[src/rtl/lvds_rx_deser.sv]
// LVDS serial-to-parallel receiver: MSB-first words, frame index, frame status.
// Optional per-word even-parity bit with `define LVDS_RX_PARITY_EN.
module lvds_rx_deser #(
  parameter int DATA_W    = 32,
  parameter int MAX_WORDS = 512,
  parameter int IDX_W     = 9
) (
  input  logic              LVDS_CLK,
  input  logic              RSTn,
  input  logic              LVDS_VS,
  input  logic              LVDS_DATA,
  input  logic              ERR_CLEAR,
  output logic [DATA_W-1:0] WORD_DATA,
  output logic              WORD_VALID,
  output logic              WORD_SOF,
  output logic [IDX_W-1:0]  WORD_IDX,
  output logic              WORD_PERR,
  output logic              FRAME_DONE,
  output logic [IDX_W:0]    FRAME_WORDS,
  output logic              ERR_PARTIAL,
  output logic              ERR_OVF
);

`ifdef LVDS_RX_PARITY_EN
  localparam int WORD_BITS = DATA_W + 1;
`else
  localparam int WORD_BITS = DATA_W;
`endif
  localparam int CNT_W = $clog2(WORD_BITS + 1);
  localparam logic [CNT_W-1:0] LAST_BIT = CNT_W'(WORD_BITS - 1);
  localparam logic [IDX_W:0] MAX_CNT = (IDX_W + 1)'(MAX_WORDS);

  typedef enum logic [1:0] {
    S_WAIT_LOW,
    S_IDLE,
    S_SHIFT
  } state_t;

  state_t r_state;
  state_t w_next;

  logic [WORD_BITS-1:0] r_shift;
  logic [CNT_W-1:0]     r_bit_cnt;
  logic [IDX_W:0]       r_word_cnt;
  logic [DATA_W-1:0]    r_data;
  logic                 r_valid;
  logic                 r_sof;
  logic [IDX_W-1:0]     r_idx;
  logic                 r_perr;
  logic                 r_done;
  logic [IDX_W:0]       r_frame_words;
  logic                 r_err_part;
  logic                 r_err_ovf;

  logic [WORD_BITS-1:0] w_shift_in;
  logic                 w_start;
  logic                 w_shift;
  logic                 w_word_end;
  logic                 w_deliver;
  logic                 w_drop;
  logic                 w_close;
  logic                 w_part;
  logic [DATA_W-1:0]    w_word;
  logic                 w_perr;

  assign w_shift_in = {r_shift[WORD_BITS-2:0], LVDS_DATA};
  assign w_start    = (r_state == S_IDLE) && LVDS_VS;
  assign w_shift    = (r_state == S_SHIFT) && LVDS_VS;
  assign w_close    = (r_state == S_SHIFT) && !LVDS_VS;
  assign w_word_end = w_shift && (r_bit_cnt == LAST_BIT);
  assign w_deliver  = w_word_end && (r_word_cnt < MAX_CNT);
  assign w_drop     = w_word_end && !(r_word_cnt < MAX_CNT);
  assign w_part     = w_close && (r_bit_cnt != '0);

`ifdef LVDS_RX_PARITY_EN
  assign w_word = w_shift_in[DATA_W:1];
  assign w_perr = ^w_shift_in;
`else
  assign w_word = w_shift_in;
  assign w_perr = 1'b0;
`endif

  always_ff @(posedge LVDS_CLK or negedge RSTn) begin
    if (!RSTn) r_state <= S_WAIT_LOW;
    else       r_state <= w_next;
  end

  always_comb begin
    w_next = r_state;
    unique case (r_state)
      S_WAIT_LOW: if (!LVDS_VS) w_next = S_IDLE;
      S_IDLE:     if (LVDS_VS)  w_next = S_SHIFT;
      S_SHIFT:    if (!LVDS_VS) w_next = S_IDLE;
      default:    w_next = S_WAIT_LOW;
    endcase
  end

  always_ff @(posedge LVDS_CLK or negedge RSTn) begin
    if (!RSTn) begin
      r_shift       <= '0;
      r_bit_cnt     <= '0;
      r_word_cnt    <= '0;
      r_data        <= '0;
      r_valid       <= 1'b0;
      r_sof         <= 1'b0;
      r_idx         <= '0;
      r_perr        <= 1'b0;
      r_done        <= 1'b0;
      r_frame_words <= '0;
      r_err_part    <= 1'b0;
      r_err_ovf     <= 1'b0;
    end else begin
      r_valid <= 1'b0;
      r_sof   <= 1'b0;
      r_perr  <= 1'b0;
      r_done  <= 1'b0;
      if (w_start) begin
        r_shift    <= w_shift_in;
        r_bit_cnt  <= CNT_W'(1);
        r_word_cnt <= '0;
      end
      if (w_shift) begin
        r_shift   <= w_shift_in;
        r_bit_cnt <= w_word_end ? '0 : r_bit_cnt + CNT_W'(1);
      end
      if (w_deliver) begin
        r_data     <= w_word;
        r_idx      <= r_word_cnt[IDX_W-1:0];
        r_sof      <= (r_word_cnt == '0);
        r_perr     <= w_perr;
        r_valid    <= 1'b1;
        r_word_cnt <= r_word_cnt + (IDX_W + 1)'(1);
      end
      // Closing sample's bit is discarded; partial word is dropped here
      if (w_close) begin
        r_done        <= 1'b1;
        r_frame_words <= r_word_cnt;
        r_bit_cnt     <= '0;
      end
      r_err_part <= w_part | (r_err_part & ~ERR_CLEAR);
      r_err_ovf  <= w_drop | (r_err_ovf & ~ERR_CLEAR);
    end
  end

  assign WORD_DATA   = r_data;
  assign WORD_VALID  = r_valid;
  assign WORD_SOF    = r_sof;
  assign WORD_IDX    = r_idx;
  assign WORD_PERR   = r_perr;
  assign FRAME_DONE  = r_done;
  assign FRAME_WORDS = r_frame_words;
  assign ERR_PARTIAL = r_err_part;
  assign ERR_OVF     = r_err_ovf;

endmodule

[config.mk]
export PLATFORM = sky130hd
export DESIGN_NAME = lvds_rx_deser
export DESIGN_NICKNAME = d
export VERILOG_FILES = /design/src/rtl/lvds_rx_deser.sv
export SDC_FILE = /design/constraint.sdc
export NUM_CORES = 1
export LEC_CHECK = 0
export CAP_MARGIN = 20
export CELL_PAD_IN_SITES_DETAIL_PLACEMENT = 0
export CELL_PAD_IN_SITES_GLOBAL_PLACEMENT = 1
export CORE_MARGIN = 4
export CORE_UTILIZATION = 38
export CTS_BUF_LIST = sky130_fd_sc_hd__clkbuf_4 sky130_fd_sc_hd__clkbuf_8 sky130_fd_sc_hd__clkbuf_16
export DETAILED_ROUTE_END_ITERATION = 12
export GPL_ROUTABILITY_DRIVEN = 0
export PLACE_DENSITY = 0.78
export SLEW_MARGIN = 30
export SYNTH_ARGS = -nofsm -noshare
export SYNTH_HDL_FRONTEND = slang
export SYNTH_SLANG_ARGS = --single-unit
export TNS_END_PERCENT = 100
[constraint.sdc]
create_clock -name LVDS_CLK -period 1.8 [get_ports LVDS_CLK]
set_input_delay 0.36 -clock LVDS_CLK [delete_from_list [all_inputs] [get_ports LVDS_CLK]]
set_output_delay 0.36 -clock LVDS_CLK [all_outputs]
set_load 0.05 [all_outputs]
==> results.json <==
{
  "status": "complete, no violations",
  "cp.required_ns": 2.06,
  "critPathArrivalTime_ns": 2.02,
  "synth_edf_count": 0,
  "yosys.area.top_type_share_pct": 61.9,
  "rsz0062_at_grt": "yes",
  "seq_area_frac_synth_pct": 61.9,
  "grt.total_usage_pct": 14.5,
  "grt_pass1_vias": 3057,
  "final_common_cell": "nand2_1",
  "power.leakage_nw": 2.88,
  "wl_per_cell_um": 14.3,
  "ios": 62,
  "slew_viol_final": 0,
  "fin_skew_ns": 0.0139,
  "synthesis.nets": 396,
  "initialDrtViolationCount": 121,
  "final_nets": 484,
  "netlist_area_mm2": 0.00424,
  "drive_above_1_share_pct": 34.6,
  "clk-insertion-delay-late_ns": 0.37,
  "yosys.area.top_type": "dfrtp_1",
  "grt_pass1_wl_mm": 15.1,
  "worst_r2r_path_depth": 5,
  "grt.overflow.total": 0,
  "cts_buffers": 9,
  "insertedDiodeCount": 0,
  "dieArea_mm2": 0.0129,
  "final_cell_mix": "131 x nand2_1, 105 x dfrtp_1, 88 x buf_4",
  "start_kind": "register",
  "setup_viol": 0,
  "worstHoldPathType": "primary input to asynchronous set/reset pin",
  "first_pass_iters": 4,
  "vias": 2982,
  "synthArstFlopShare_pct": 100,
  "place_hpwl_mm": 6.20,
  "path_clk_slew_ns": 0.11,
  "final_hold_viol_count": 0,
  "nFillCells": 1008,
  "grt_max_degree": 36,
  "synth_cells": 387,
  "synth_area_per_cell_um2": 11.0,
  "ys.flop_type": "dfrtp_1",
  "power.density_mw_per_mm2": 844,
  "syn2layout_area_growth_pct": 26.5,
  "fp-row-count": 38,
  "htreeDepth": 3,
  "fin_crit_sh_pct": 97.6,
  "critPathCaptureType": "register",
  "synth_cell_types": 36,
  "grt_antenna_before_repair": 0,
  "dpl-instance-area_mm2": 0.00513,
  "cap_violations": 0,
  "wirelength_mm": 8.86,
  "post-route-drc-count": 0,
  "clockBufferDepth": 2,
  "final_area_mm2": 0.00537,
  "ant_nets": 0,
  "total_power_mw": 4.53,
  "ctsRootBufferMaster": "clkbuf_8",
  "port_buffers": 60,
  "start_util_pct": 39.0,
  "max_freq_mhz": 569,
  "die_w_um": 114,
  "synth_seq_cells": 105,
  "cts_tree": "yes",
  "die-height_um": 114,
  "vdd_drop_max_v": 0.000344,
  "coreArea_mm2": 0.0109,
  "yosys-top-cells-area": "dfrtp_1 62%, nand2_1 12%, mux2_2 11%, ha_1 1.2%, nand3_1 1.2%",
  "ys_warn_count": 0,
  "finish.utilization_pct": 49.3,
  "clock_sink_count": 105,
  "finalCriticalPeriod_ns": 1.76,
  "worstSetupPathType": "register to register",
  "viasPerCell": 4.81,
  "cp_max_fo": 6
}
## state kept, by name, indices dropped and copies added (netlist names)
signal       flops
ERR_OVF          1
ERR_PARTIAL      1
FRAME_DONE       1
FRAME_WORDS     10
WORD_DATA       32
WORD_IDX         9
WORD_SOF         1
WORD_VALID       1
r_bit_cnt        6
r_shift         31
r_state          2
r_word_cnt      10
## logic make-up (layout without fill, tap and decap cells)
family	count (synthesis)	in the layout	share of synthesized area (%)
other	1	1	0.0884
DFF	105	105	61.9
buffers and inverters	32	125	3.33
muxes	44	44	11.6
and+or+nand+nor	174	174	17.6
AOI/OAI and AO/OA	27	27	4.25
adders and majority gates	4	4	1.18
## cell usage after synthesis (all sizes together) (3+ instances only)
cell type / instances
a211o: 5
a21o: 3
a21oi: 6
and3: 4
buf: 13
clkbuf: 9
dfrtp: 105
ha: 4
inv: 10
mux2: 42
nand2: 131
nand2b: 3
nand3: 11
nor2: 4
nor3: 5
nor4: 3
o21ai: 7
or2: 3
## critical path, stage by stage (launching register included)
cell     delay (ns)
dfrtp_1        0.38
ha_2           0.20
nand3_2        0.09
or4_4          0.54
and2_4         0.19
mux2_4         0.25
## power breakdown
group          internal, mW  total [mW]  switching (mW)
Clock                 0.530        1.40           0.867
Sequential             2.54        2.67           0.131
Combinational         0.253       0.460           0.207
## layout make-up
cell class                 count  area [um^2]  area share [%]
clock inverter                 7         61.3            1.14
inverter                      10         37.5           0.699
multi-input combinational    250         1520            28.3
tap                          140          175            3.26
sequential                   105         2630            49.0
timing repair buffer          99          823            15.3
clock buffer                   9          124            2.31
## layer usage
layer  wire (um)  global-route usage [%]  part of all wire (%)
met5           0                       0                     0
met4          55                    4.09                  0.62
met3         455                    3.66                   5.1
met2        4250                    23.0                    48
met1        4090                    19.7                    46
## stage by stage
stage	setup TNS (ns)	hold slack, ns	cells	worst slack (ns)
CTS	0	0.465	619	0.00549
floorplan	-3.25	0.0644	387	-0.133
finish	0	0.457	620	0.0438
global route	-0.133	0.503	620	-0.0270
global placement	-18.81	0.328	602	-0.409
detailed placement	-20.52	0.332	602	-0.419
## path summary, 6_finish.rpt
check | start | endpoint | slack [ns]
setup / recovery | r_bit_cnt[1] | r_word_cnt[0] | 0.04
hold / removal | RSTn | ERR_PARTIAL | 0.46
setup reg to reg | r_bit_cnt[1] | r_word_cnt[0] | 0.04
hold reg to reg | WORD_DATA[5] | WORD_DATA[5] | 0.48
max in group asynchronous | RSTn | WORD_DATA[21] | 0.72
min in group LVDS_CLK | WORD_DATA[5] | WORD_DATA[5] | 0.48
## timing repair
item,4_1_cts,5_1_grt
resized for setup,2,7
hold endpoints to repair,26,0
hold buffers,1,0
endpoints found under the setup margin,52,18
setup buffers,0,1
Note: power is estimated with default switching activity, not from simulation.
==> patch 1 (config.mk and constraints unchanged) <==
The parameter `IDX_W` goes from 9 to 10.
--- a/src/rtl/lvds_rx_deser.sv
+++ b/src/rtl/lvds_rx_deser.sv
@@ -3,7 +3,7 @@
 module lvds_rx_deser #(
   parameter int DATA_W    = 32,
   parameter int MAX_WORDS = 512,
-  parameter int IDX_W     = 9
+  parameter int IDX_W     = 10
 ) (
   input  logic              LVDS_CLK,
   input  logic              RSTn,
Ports: changed (resized FRAME_WORDS and WORD_IDX); port bits go from 62 to 64. No check against the original RTL was run, so the function may have changed too.
==> patch 1 against the unedited design <==
  * The run now ends with negative hold slack left
  * Critical path depth increased by 1
  * Largest cell class unchanged
  * Clock power increased by 54%
  * Area after synthesis increased by 3.1%
  * Total power increased by 17%
  * Core utilization increased by 0.27 points
  * Sequential cell count increased by 3
  * Cell count decreased by 0.48%
  * Worst setup slack improved by 0.11 ns
  * Wire length decreased by 2.1%
  * First-iteration DRC count increased by 58%
  * Non-clock buffer count decreased by 13
  * Cell area increased by 1.9%
==> patch 1: results (changes against the unedited design) <==
Cells and area
  • Fillers: 1019 (was 1008)
  • Final Net Count: 481 (was 484)
  • Post-route cell area: 5470 sq um (was 5370 sq um)
  • Non-filler cells, final: 617 (was 620)
  • Multi-In Gates: 256 (was 250)
  • # clk buffers: 11 (was 9)
  • Clk cell area share: 0.0602 (was 0.0345)

Yosys
  • Sequential area share after synthesis: 0.618 (was 0.619)
  • Count of cell types in the netlist: 42 (was 36)
  • Most instantiated cells after synthesis: 131 x nand2_1, 108 x dfrtp_1, 42 x mux2_2 (was 131 x nand2_1, 105 x dfrtp_1, 42 x mux2_2)
  • Dominant cells by area after synthesis: dfrtp_1 62%, nand2_1 11%, mux2_2 11% (was dfrtp_1 62%, nand2_1 12%, mux2_2 11%)
  • Mean post-synth cell area: 11.0 sq um (about the same)
  • Synth Area in Compound Gates: 0.0409 (was 0.0425)

Route
  • Vias per Instance: 4.88 (was 4.81)
  • Met2 WL: 4060 microns (was 4250 microns)
  • WL per Instance: 14.0 microns (was 14.3 microns)
  • Metal-1 WL: 4120 microns (was 4090 microns)

Power and ir drop
  • Pint: 4.11 mW (was 3.32 mW)
  • Sw Ratio: 0.226 (was 0.266)

GRT
  • Pin count of the biggest net entering global routing: 40 (was 36)
  • GRT Total Usage: 0.141 (was 0.145)
  • Vias in the first global route: 3084 (was 3057)
  • Met1 usage: 0.188 (was 0.197)

STA
  • Final count of hold timing violations: 7 (was 0)
  • Fin Hold WS: -0.00838 ns (was 0.457 ns)

Critical path
  • Data arrival, critical path: 1.94 ns (was 2.02 ns)
  • Reg2reg start: r_bit_cnt[0]$_DFFE_PN0P_ (was r_bit_cnt[1]$_DFFE_PN0P_)
  • Critical path's largest stage delay: 0.36 ns (was 0.54 ns)
  • RR Endpoint: r_word_cnt[6]$_DFFE_PN0P_ (was r_word_cnt[0]$_DFFE_PN0P_)

Floorplanning
  • Die footprint: 13300 sq um (was 12900 sq um)

CTS
  • CTS Root Cell: clkbuf_16 (was clkbuf_8)
  • Clock latency on the worst-skew pair: 0.35 ns (was 0.37 ns)

Place
  • Dpl cells: 601 (was 602)
  • Worst slack, placed: -0.127 ns (was -0.419 ns)

Run status
  • Failing checks: negative hold slack
  • Outcome: complete, but fails checks (was finished clean)
[patch 1: worst max-delay path by stage]
stage	startpoint	to	slack, ns	cells past startpoint
after CTS	r_bit_cnt[0]$_DFFE_PN0P_	r_word_cnt[1]$_DFFE_PN0P_	0.12	6
after global routing	r_bit_cnt[0]$_DFFE_PN0P_	r_word_cnt[6]$_DFFE_PN0P_	0.03	6
after global placement	LVDS_VS	r_word_cnt[1]$_DFFE_PN0P_	-0.11	6
after detailed placement	LVDS_VS	WORD_IDX[9]$_DFFE_PN0P_	-0.13	5
after floorplan	r_bit_cnt[0]$_DFFE_PN0P_	WORD_DATA[13]$_DFFE_PN0P_	0.16	8
final	r_bit_cnt[0]$_DFFE_PN0P_	r_word_cnt[6]$_DFFE_PN0P_	0.15	6
[patch 1: timing repair]
action / CTS / global route
endpoints found under the setup margin: 0 / 6
setup buffers: 0 / 0
gates resized for setup: 0 / 3
==> patch 2 (same flow settings) <==
Made on the original files. Make the reset (`RSTn`) synchronous in 2 clocked blocks.
--- a/src/rtl/lvds_rx_deser.sv
+++ b/src/rtl/lvds_rx_deser.sv
@@ -80,7 +80,7 @@
   assign w_perr = 1'b0;
 `endif
 
-  always_ff @(posedge LVDS_CLK or negedge RSTn) begin
+  always_ff @(posedge LVDS_CLK) begin
     if (!RSTn) r_state <= S_WAIT_LOW;
     else       r_state <= w_next;
   end
@@ -95,7 +95,7 @@
     endcase
   end
 
-  always_ff @(posedge LVDS_CLK or negedge RSTn) begin
+  always_ff @(posedge LVDS_CLK) begin
     if (!RSTn) begin
       r_shift       <= '0;
       r_bit_cnt     <= '0;
Check against the original RTL: differs if RSTn is asserted again (counterexample within 4 cycles, from zero or initial values and one cycle with RSTn low); with RSTn held inactive, the same outputs for 10 cycles.
==> patch 2 against the unedited design <==
  * Core utilization increased by 0.68 points
  * Worst setup slack improved by 0.055 ns
  * Wire length increased by 2.8%
  * Maximum frequency increased by 3.2%
  * Cell area decreased by 8.2%
  * Non-clock buffer count decreased by 6
  * Clock skew decreased by 0.0027 ns
  * Sequential cell count unchanged
  * Area after synthesis decreased by 8.7%
  * Critical path type unchanged
  * Largest cell class unchanged
Power is not compared: it rests on default switching activity, and its combinational part moved more than twofold at a synthesized area within 25%.
==> patch 2: results (changes against the unedited design) <==
Route
  • WL per Instance: 13.4 microns (was 14.3 microns)
  • Vias per Instance: 4.91 (was 4.81)
  • TritonRoute pass-1 iters: 4 (unchanged)
  • Drt drc: 0 (unchanged)
  • Iteration-0 DRC Markers: 161 (was 121)

Hold path
  • Hold Crit Start: LVDS_VS
  • Hold WC Path Type: input pin to register (was input pin to async pin)
  • Hold Crit Depth: 5

CTS
  • Clock latency on the worst-skew pair: 0.36 ns
  • Clk slew on worst S/H paths: 0.10 ns
  • CTS Root Cell: clkbuf_8 (unchanged)
  • Total CTS buffers: 9 (unchanged)
  • Clock Path Buffers: 2 (unchanged)
  • Htree depth: 3 (unchanged)

Critical path
  • Crit-path slowest cell: or4_4 (unchanged)
  • CP startpoint: r_bit_cnt[0]$_SDFFE_PP0P_ (was r_bit_cnt[1]$_DFFE_PN0P_)
  • Largest fanout on the critical path: 16 (was 6)
  • Cells on worst reg2reg path: 6 (was 5)
  • Largest delay contributor family on the critical path: simple AND/OR/NAND/NOR gates (unchanged)
  • Critical path's largest stage delay: 0.58 ns (was 0.54 ns)
  • Flop2flop setup slack: 0.1 ns (was 0.04 ns)
  • Data arrival, critical path: 1.95 ns (was 2.02 ns)

Power and ir drop
  • VDD IR max: 0.444 mV
  • Static Leak: between 1.5 and 2 nW
  • Switching power: a little over 0.9 mW

Cells and area
  • Share of cells above drive strength 1: 0.212 (was 0.346)
  • Diode count: 0 (unchanged)
  • Final Net Count: 551 (was 484)
  • Number of flip-flops in the largest register: 32 (unchanged)

Yosys
  • Synthesis Warnings: 0 (unchanged)
  • Dominant cells by area after synthesis: dfxtp_1 54%, nand2_1 15%, a21oi_1 11% (was dfrtp_1 62%, nand2_1 12%, mux2_2 11%)
  • Count of cell types in the netlist: 36 (unchanged)
  • Sequential area share after synthesis: 0.543 (was 0.619)
  • Ys async rst share: 0 (was 1.00)
  • Main synth FF type: dfxtp_1 (was dfrtp_1)
  • Post-Syn Nets: 481 (was 396)
  • Most instantiated cells after synthesis: 153 x nand2_1, 105 x dfxtp_1, 82 x a21oi_1 (was 131 x nand2_1, 105 x dfrtp_1, 42 x mux2_2)

Place
  • # port buffers: 60 (unchanged)
  • Placed inst area: 4630 sq um (was 5130 sq um)
  • Post-DP HPWL: 6040 microns (was 6200 microns)

GRT
  • First-pass GRT wire length: 14600 microns (was 15100 microns)
  • Pin count of the biggest net entering global routing: 62 (was 36)
  • Initial antenna violation count: 0 (unchanged)
  • Vias in the first global route: 3074 (was 3057)
  • GRT Total Usage: 0.154 (was 0.145)

Run status
  • Outcome: finished clean (unchanged)

STA
  • Rel. slew slack: 0.473
  • Clock skew: 0.0112 ns (was 0.0139 ns)
  • Final count of hold timing violations: 0 (unchanged)
==> patch 2: cell types whose count changed after synthesis, sizes merged, moves of 5 or more <==
cell	change
dfxtp	+105
clkbuf	+11
a22o	+11
mux2	-41
nor2	+5
dfrtp	-105
nand2	+22
a21oi	+76
==> patch 2: worst reg2reg max path, cell delays in order (launching register included) <==
cell	delay, ns
dfxtp_2	0.37
ha_4	0.15
nand3_4	0.11
or4_4	0.58
buf_4	0.23
nand2_1	0.09
a21oi_1	0.06
==> patch 2: cells by family after synthesis <==
family,count (synthesis),share of synthesized area
fa+ha+maj,4,0.0129
other cells,1,0.000968
simple gates,209,0.233
compound gates,107,0.157
buf+inv,43,0.0459
flops,105,0.543
xor+xnor,2,0.00452
mux,1,0.00291
==> patch 2: timing repair <==
item | in CTS | in global routing
pin swaps | 0 | 2
buffers inserted | 0 | 0
resized for setup | 3 | 8
gates cloned | 0 | 2
endpoints found under the hold margin | 0 | 0
hold buffers | 0 | 0
setup endpoints to repair | 16 | 45
==> patch 2: cell type report <==
class	count	area [sq um]
well taps	133	166
clock buffers	9	124
multi-input cells	324	1640
repair buffers	93	783
inverters	9	33.8
fillers	960	4930
clock inverters	7	76.3
flip-flops and latches	105	2100
==> patch 2: layer usage <==
layer / up-vias / GRT usage / wire, microns
met5: - / 0 / 0
met4: 0 / 0.0649 / 132
met3: 10 / 0.0326 / 384
met2: 61 / 0.242 / 4170
met1: 1560 / 0.203 / 4420
li1: 1709 / - / -
==> patch 2: power groups by stage <==
stage	registers, mW	logic (mW)	clock network [mW]
finish	2.33	0.136	1.47
floorplan	2.38	0.0753	0
global route	2.33	0.150	1.61
detailed placement	2.38	0.135	0
CTS	2.33	0.137	1.52
global placement	2.38	0.136	0
==> patch 2: stage by stage <==
step | hold WS, ns | util | setup TNS (ns) | instances | worst slack, ns
floorplan | 0.432 | - | 0 | 472 | 0.0124
global placement | 0.442 | 0.470 | -15.17 | 662 | -0.286
detailed placement | 0.448 | 0.470 | -16.00 | 662 | -0.289
CTS | 0.463 | 0.492 | 0 | 678 | 0.00275
global route | 0.473 | 0.500 | -0.00419 | 680 | -0.00419
finish | 0.450 | 0.500 | 0 | 680 | 0.0990
==> patch 2: worst paths after layout <==
check / to
min reg2reg: WORD_IDX[3]$_SDFFE_PN0P_
max: WORD_DATA[20]$_SDFFE_PN0P_
max reg2reg: WORD_DATA[20]$_SDFFE_PN0P_
min: r_state[0]$_SDFFE_PN0P_
